==> src/rtl/udc_pkg.sv <==
// Shared definitions for the up/down modulo counter (up_down_counter_mod).
// Holds the end-of-range mode encodings and the load clamping helper.
// Ports: none (package).
package udc_pkg;

  // End-of-range behaviour, selected by the SATURATE parameter.
  localparam int UDC_MODE_WRAP = 0;
  localparam int UDC_MODE_SAT  = 1;

  // Limits a load value to the top of the count range.
  function automatic int unsigned udc_clamp(input int unsigned value,
                                            input int unsigned max_val);
    return (value > max_val) ? max_val : value;
  endfunction

endpackage

==> src/rtl/udc_next_val.sv <==
// Next-state logic for the up/down modulo counter: given the current count,
// direction and enable, produces the next count and the end-of-range event.
// Purely combinational; the registers live in up_down_counter_mod.
// Ports:
//   count      in  WIDTH  current registered count (always <= MAX_VAL)
//   up_down    in  1      1 = count up, 0 = count down
//   en         in  1      count enable; when low the count holds
//   next_count out WIDTH  count for the next cycle
//   evt        out 1      wrap (wrap mode) or blocked step (saturate mode)
module udc_next_val
  import udc_pkg::*;
#(
  parameter int          WIDTH    = 8,
  parameter int unsigned MAX_VAL  = 2**WIDTH - 1,
  parameter int          SATURATE = UDC_MODE_WRAP
) (
  input  logic [WIDTH-1:0] count,
  input  logic             up_down,
  input  logic             en,
  output logic [WIDTH-1:0] next_count,
  output logic             evt
);

  localparam logic [WIDTH:0] MAX_EXT      = (WIDTH+1)'(MAX_VAL);
  localparam logic [WIDTH:0] ONE_EXT      = (WIDTH+1)'(1);
  localparam bit             HOLD_AT_ENDS = (SATURATE == UDC_MODE_SAT);

  // One spare bit above the count keeps the increment of 2**WIDTH-1 and the
  // decrement of 0 visible instead of silently wrapping inside WIDTH bits.
  logic [WIDTH:0] count_ext;
  logic [WIDTH:0] inc;
  logic [WIDTH:0] dec;
  logic           past_max;
  logic           below_min;

  assign count_ext = {1'b0, count};
  assign inc       = count_ext + ONE_EXT;
  assign dec       = count_ext - ONE_EXT;
  assign past_max  = (inc > MAX_EXT);
  assign below_min = dec[WIDTH];  // borrow out: count was 0

  // NOTE: every output gets a default at the top of the block so that no
  // path leaves it unassigned, which would otherwise infer a latch.
  always_comb begin
    next_count = count;
    evt        = 1'b0;
    if (en) begin
      if (up_down) begin
        if (past_max) begin
          evt = 1'b1;
          if (!HOLD_AT_ENDS) next_count = '0;
        end else begin
          next_count = inc[WIDTH-1:0];
        end
      end else begin
        if (below_min) begin
          evt = 1'b1;
          if (!HOLD_AT_ENDS) next_count = MAX_EXT[WIDTH-1:0];
        end else begin
          next_count = dec[WIDTH-1:0];
        end
      end
    end
  end

endmodule

==> src/rtl/up_down_counter_mod.sv <==
// Parametrised modulo up/down counter with synchronous load, count enable and
// wrap or saturate behaviour at the range ends. Counts over 0..MAX_VAL.
// Optional macro UDC_STICKY_EN adds sticky overflow/underflow flags.
// Ports:
//   clk        in  1      clock, all state updates on posedge
//   reset      in  1      synchronous active-high reset
//   en         in  1      count enable
//   load       in  1      synchronous load of data (beats en)
//   data       in  WIDTH  load value, clamped to MAX_VAL
//   up_down    in  1      1 = up, 0 = down
//   out        out WIDTH  registered count
//   at_max     out 1      registered, out == MAX_VAL
//   at_min     out 1      registered, out == 0
//   evt        out 1      one-cycle pulse on wrap / blocked step
//   clr_sticky in  1      (UDC_STICKY_EN) clear both sticky flags
//   ovf_sticky out 1      (UDC_STICKY_EN) set by an up-direction event
//   unf_sticky out 1      (UDC_STICKY_EN) set by a down-direction event
module up_down_counter_mod
  import udc_pkg::*;
#(
  parameter int          WIDTH    = 8,
  parameter int unsigned MAX_VAL  = 2**WIDTH - 1,
  parameter int          SATURATE = UDC_MODE_WRAP
) (
  input  logic             clk,
  input  logic             reset,
  input  logic             en,
  input  logic             load,
  input  logic [WIDTH-1:0] data,
  input  logic             up_down,
  output logic [WIDTH-1:0] out,
  output logic             at_max,
  output logic             at_min,
  output logic             evt
`ifdef UDC_STICKY_EN
  ,
  input  logic             clr_sticky,
  output logic             ovf_sticky,
  output logic             unf_sticky
`endif
);

  localparam logic [WIDTH-1:0] MAX_W = WIDTH'(MAX_VAL);

  logic [WIDTH-1:0] step_count;
  logic             step_evt;
  logic [WIDTH-1:0] load_val;
  logic [WIDTH-1:0] count_d;
  logic             evt_d;

  udc_next_val #(
    .WIDTH   (WIDTH),
    .MAX_VAL (MAX_VAL),
    .SATURATE(SATURATE)
  ) u_next_val (
    .count     (out),
    .up_down   (up_down),
    .en        (en),
    .next_count(step_count),
    .evt       (step_evt)
  );

  assign load_val = WIDTH'(udc_clamp(32'(data), MAX_VAL));

  // Load overrides counting and never raises the event, even when clamped.
  assign count_d = load ? load_val : step_count;
  assign evt_d   = !load && step_evt;

  // Flags are computed from the next count so they line up with out.
  // NOTE: state is updated with non-blocking assignments so every register
  // samples the pre-edge values regardless of statement order.
  always_ff @(posedge clk) begin
    if (reset) begin
      out    <= '0;
      at_max <= (MAX_VAL == 0);
      at_min <= 1'b1;
      evt    <= 1'b0;
    end else begin
      out    <= count_d;
      at_max <= (count_d == MAX_W);
      at_min <= (count_d == '0);
      evt    <= evt_d;
    end
  end

`ifdef UDC_STICKY_EN
  // A new event beats a simultaneous clear.
  always_ff @(posedge clk) begin
    if (reset) begin
      ovf_sticky <= 1'b0;
      unf_sticky <= 1'b0;
    end else begin
      if (evt_d && up_down)  ovf_sticky <= 1'b1;
      else if (clr_sticky)   ovf_sticky <= 1'b0;
      if (evt_d && !up_down) unf_sticky <= 1'b1;
      else if (clr_sticky)   unf_sticky <= 1'b0;
    end
  end
`endif

endmodule

==> config.mk <==
export PLATFORM = sky130hd
export DESIGN_NAME = up_down_counter_mod
export DESIGN_NICKNAME = d
export VERILOG_FILES = /design/src/rtl/udc_pkg.sv /design/src/rtl/udc_next_val.sv /design/src/rtl/up_down_counter_mod.sv
export SDC_FILE = /design/constraint.sdc
export NUM_CORES = 1
export LEC_CHECK = 0
export BUFFER_PORTS_ARGS = -buffer_cell sky130_fd_sc_hd__clkbuf_2
export CAP_MARGIN = 20
export CORE_UTILIZATION = 45
export DETAILED_ROUTE_END_ITERATION = 8
export HOLD_SLACK_MARGIN = 0.02
export PLACE_DENSITY = 0.68
export SLEW_MARGIN = 10
export SYNTH_ARGS = -nofsm -noshare
export SYNTH_HDL_FRONTEND = slang
export SYNTH_SLANG_ARGS = --single-unit
==> constraint.sdc <==
create_clock -name clk -period 3 [get_ports clk]
set_input_delay 0.6 -clock clk [delete_from_list [all_inputs] [get_ports clk]]
set_output_delay 0.6 -clock clk [all_outputs]
set_load 0.02 [all_outputs]
==> metrics list <==
- DRC violation count after routing: 0
- Row generation in the floorplan step produced 17 rows.
* Post-synthesis area per instance: 7.23 sq um
* Portion of netlist area occupied by mux cells: 0.0188
- Number of detailed-routing iterations run before antenna repair: 4
- The tool flagged a number of max-cap violations equal to 0.
* Post-synth EDFFs: 0
- Synthesis Warnings: 0
* Placer Congestion: 0.962
* Worst setup skew after layout: 3.05 ps
- Routed Wire Length: 2.69 mm
- Detailed placement finished with a half-perimeter wire length of 1.99 mm.
- Area of the mapped netlist: 0.00106 sq mm
- Global-route wire length before repair: 4.11 mm
- At the later pin of the worst-skew pair, clock insertion delay measures 270 ps.
* Final instance count without filler cells: 190
- The share of total power dissipated in combinational logic is 0.348.
* Destination of the worst register-to-register timing path: at_min$_SDFF_PP1_
- Cell internal power was estimated by the tool at 0.000265 W.
* Top cell type's share of synthesized area: 0.207
- After synthesis, the netlist uses 49 different library cells.
- Number of pins with negative max-slew slack in the final report: 0
- During placement, the flow inserted port buffers numbering 23.
- Dividing total power by cell area gives a power density of 354 mW/mm^2.
- From synthesis to final layout, the design area changed by 12.4%.
- Most instantiated library cell after synthesis: sky130_fd_sc_hd__nor2_1
* Number of buffers added by the clock tree synthesis step: 3
- Power share of the sequential group: 0.422
* Min-Delay Startpoint: reset
- In this run the vertical extent of the chip is 50.6 microns.
* Type of destination of the critical path: flop
* Final net count: 179
* Clock input transition at the sequential cells of the worst setup and hold paths: 60 ps
- The tree is rooted in a sky130_fd_sc_hd__clkbuf_4.
- In this run the worst path has a maximum fanout of 11.
* Min cycle time layout: 2830 ps
* Share of flip-flops with an asynchronous set or reset: 0
* Number of global-route vias before repair: 897
* Leading cell types by count after synthesis: sky130_fd_sc_hd__nor2_1 (18), sky130_fd_sc_hd__dfxtp_1 (11), sky130_fd_sc_hd__nand2_1 (10), sky130_fd_sc_hd__inv_1 (8)
- Cell taking the most area after synthesis: sky130_fd_sc_hd__dfxtp_1
- For hold timing, the worst endpoint is out[5]$_SDFF_PP0_.
- In the final layout, the share of cells above drive strength 1 is 0.253.
- Per-cell routed wire length: 14.2 microns
- Setup repair after global routing left no endpoint under its margin.
- Cell depth of the worst hold path: 2
- Clock network power share: 0.231
* Count of routing violations after the opening detailed-route iteration: 49
- TritonCTS built the clock tree.
- IR analysis of the VDD net gives a maximum drop of 0.338 mV.
- Fraction of power spent switching nets: 0.371
- From left edge to right edge, the die measures 50.6 microns.
- Clock Path Buffers: 2
* Via-to-Cell Ratio: 5.98
- Combinational family with the most area after synthesis: simple AND/OR/NAND/NOR gates
- Leak Pwr: 0.494 nW
- The initial antenna violation count came to 0.
- Among all flip-flop cells after synthesis, the most frequent one is sky130_fd_sc_hd__dfxtp_1.
* Antenna Nets Post-Route: 0
* Area fraction in and, or, nand and nor cells after synthesis: 0.349
- Reg2Reg Launch Point: out[1]$_SDFF_PP0_
- The die covers 0.00256 sq mm.
- Hold repair after CTS inserted 0 buffers.
- Type of origin of the critical path: flop
* Slew at the pin with the worst max-slew slack: 534 ps
- Prior to clock tree synthesis, the placed netlist has a worst setup slack of 247 ps.
- In the global route stage, overall resource usage came out at 0.213.
- Fraction of the mapped netlist area in adder cells: 0.0353
- Boundary pin count: 24
* Post-route fraction of the period consumed by the critical path: 0.942
- For this configuration, the core starts out at a cell density of 0.480.
- Buffers added to address setup during post-CTS repair amount to 0.
* Total number of vias: 1136
- Part of the Yosys area used for sequential elements: 0.207
- Maximum number of pins on one net before global-route repair: 21
- Required time of the worst setup path: 3180 ps
- Kind of path behind the tightest hold check: primary input to flop
- N_diodes: 0
- The hold violation total from the final report came to 0.
* Number of cells on the worst reg-to-reg path: 9
- Setup total negative slack: 0 ps
- On the final layout, the worst hold slack is 627 ps.
- Worst Path Class, Setup: flop to flop
- The number of nets in the synthesized netlist is 163.
* Resized Gates After CTS: 0
- The synthesized-area fraction occupied by ao, oa, aoi and oai cells is 0.297.
- Setup violations remaining at the end of the flow were counted as 0.
- In this run the number of H-tree levels came out at 1.
* PnR worst setup slack: 175 ps
* Outcome: finished, final reports clean
- Number of sinks handled by clock tree synthesis: 11
- Number of register bits inferred by synthesis: 11
- Number of instances in the synthesized netlist: 147
- At the worst endpoint, the arrival time is 3000 ps.
- For this run, the top clock speed supported by timing is 0.354 GHz.
* Total net switching power: 0.000157 W
- Instance count after placement with tap cells included: 186
- After floorplanning, the core was sized to cover 0.00221 sq mm.
- Headroom to the max-slew limit came out at 0.641.
* Reg2reg setup slack: 170 ps
- Top post-synthesis cells by area: sky130_fd_sc_hd__dfxtp_1 (21%), sky130_fd_sc_hd__nor2_1 (6.4%), sky130_fd_sc_hd__ha_1 (3.5%)
* Global-route congestion overflow total: 0
* Parity-gate share of the synthesized area counting xor and xnor cells: 0.00824
worst max-delay path by stage:
stage | start | to | slack (ps) | depth (start not counted)
floorplan | out[0]$_SDFF_PP0_ | at_min$_SDFF_PP1_ | 190 | 10
global placement | out[1]$_SDFF_PP0_ | at_min$_SDFF_PP1_ | 320 | 9
detailed placement | out[1]$_SDFF_PP0_ | at_min$_SDFF_PP1_ | 250 | 9
CTS | out[1]$_SDFF_PP0_ | at_min$_SDFF_PP1_ | 230 | 9
global route | out[1]$_SDFF_PP0_ | at_min$_SDFF_PP1_ | 60 | 9
finish | out[1]$_SDFF_PP0_ | at_min$_SDFF_PP1_ | 170 | 9
layout by cell type, fill, tap and decap left out, types with 2 or more instances in the layout:
cell type	n
sky130_fd_sc_hd__clkbuf_2	23
sky130_fd_sc_hd__nor2_1	18
sky130_fd_sc_hd__dfxtp_1	11
sky130_fd_sc_hd__nand2_1	10
sky130_fd_sc_hd__inv_1	8
sky130_fd_sc_hd__nand3_1	7
sky130_fd_sc_hd__o21ai_0	7
sky130_fd_sc_hd__nor3_1	5
sky130_fd_sc_hd__nor4_1	5
sky130_fd_sc_hd__and3_1	4
sky130_fd_sc_hd__o31ai_1	4
sky130_fd_sc_hd__nor2b_1	3
sky130_fd_sc_hd__nand4_1	3
sky130_fd_sc_hd__o21ai_1	3
sky130_fd_sc_hd__and2_1	3
sky130_fd_sc_hd__ha_1	3
sky130_fd_sc_hd__clkbuf_4	3
sky130_fd_sc_hd__o211ai_1	2
sky130_fd_sc_hd__a21oi_1	2
sky130_fd_sc_hd__mux2i_1	2
sky130_fd_sc_hd__nand2b_1	2
sky130_fd_sc_hd__or2_2	2
sky130_fd_sc_hd__o22ai_1	2
sky130_fd_sc_hd__a31oi_1	2
sky130_fd_sc_hd__nor3b_1	2
sky130_fd_sc_hd__buf_4	2
cells by family after synthesis:
group                    count (synthesis)
XOR/XNOR                                 1
AO/OA/AOI/OAI                           38
AND/OR/NAND/NOR                         70
adder cells (fa/ha/maj)                  3
multiplexers                             2
buffers and inverters                   22
flip-flops                              11
flip-flops by register name, indices dropped and copies added (netlist names):
name / flops
out: 8
at_max: 1
at_min: 1
evt: 1
worst max-delay path, stage by stage (launching register included):
cell and delay [ps]:
sky130_fd_sc_hd__dfxtp_1 530, sky130_fd_sc_hd__inv_1 110, sky130_fd_sc_hd__ha_1 340, sky130_fd_sc_hd__nand2_1 70
sky130_fd_sc_hd__or4_4 440, sky130_fd_sc_hd__a311oi_4 410, sky130_fd_sc_hd__nor3_1 140, sky130_fd_sc_hd__a221oi_2 270
sky130_fd_sc_hd__nand3_1 160, sky130_fd_sc_hd__o41ai_2 270
layer usage:
| layer | GRT usage | part of all wire | vias up |
|---|---|---|---|
| met5 | 0 | 0 | - |
| met4 | 0.0417 | 0.0093 | 0 |
| met3 | 0.0576 | 0.081 | 3 |
| met2 | 0.338 | 0.46 | 48 |
| met1 | 0.288 | 0.45 | 512 |
| li1 | - | - | 573 |
power by group through the flow:
| stage | Combinational, W | Sequential [W] | Clock (W) |
|---|---|---|---|
| detailed placement | 0.000144 | 0.000181 | 0 |
| finish | 0.000147 | 0.000178 | 0.0000973 |
| global placement | 0.000143 | 0.000180 | 0 |
| CTS | 0.000145 | 0.000178 | 0.000101 |
| global route | 0.000161 | 0.000180 | 0.000108 |
| floorplan | 0.000108 | 0.000178 | 0 |
layout make-up:
type / count / area (sq um)
timing repair buffer: 25 / 130
inverter: 8 / 30.0
tap: 28 / 35.0
sequential: 11 / 220
clock buffer: 4 / 26.3
multi-input combinational: 114 / 752
fill: 223 / 1020
through the flow:
stage / power [W] / util / cell area, sq um
after floorplan: 0.000286 / - / 1060
after global placement: 0.000323 / 0.528 / 1170
after detailed placement: 0.000325 / 0.528 / 1170
after CTS: 0.000424 / 0.540 / 1190
after global routing: 0.000449 / 0.540 / 1190
final: 0.000422 / 0.540 / 1190
(Power assumes the default switching activity.)
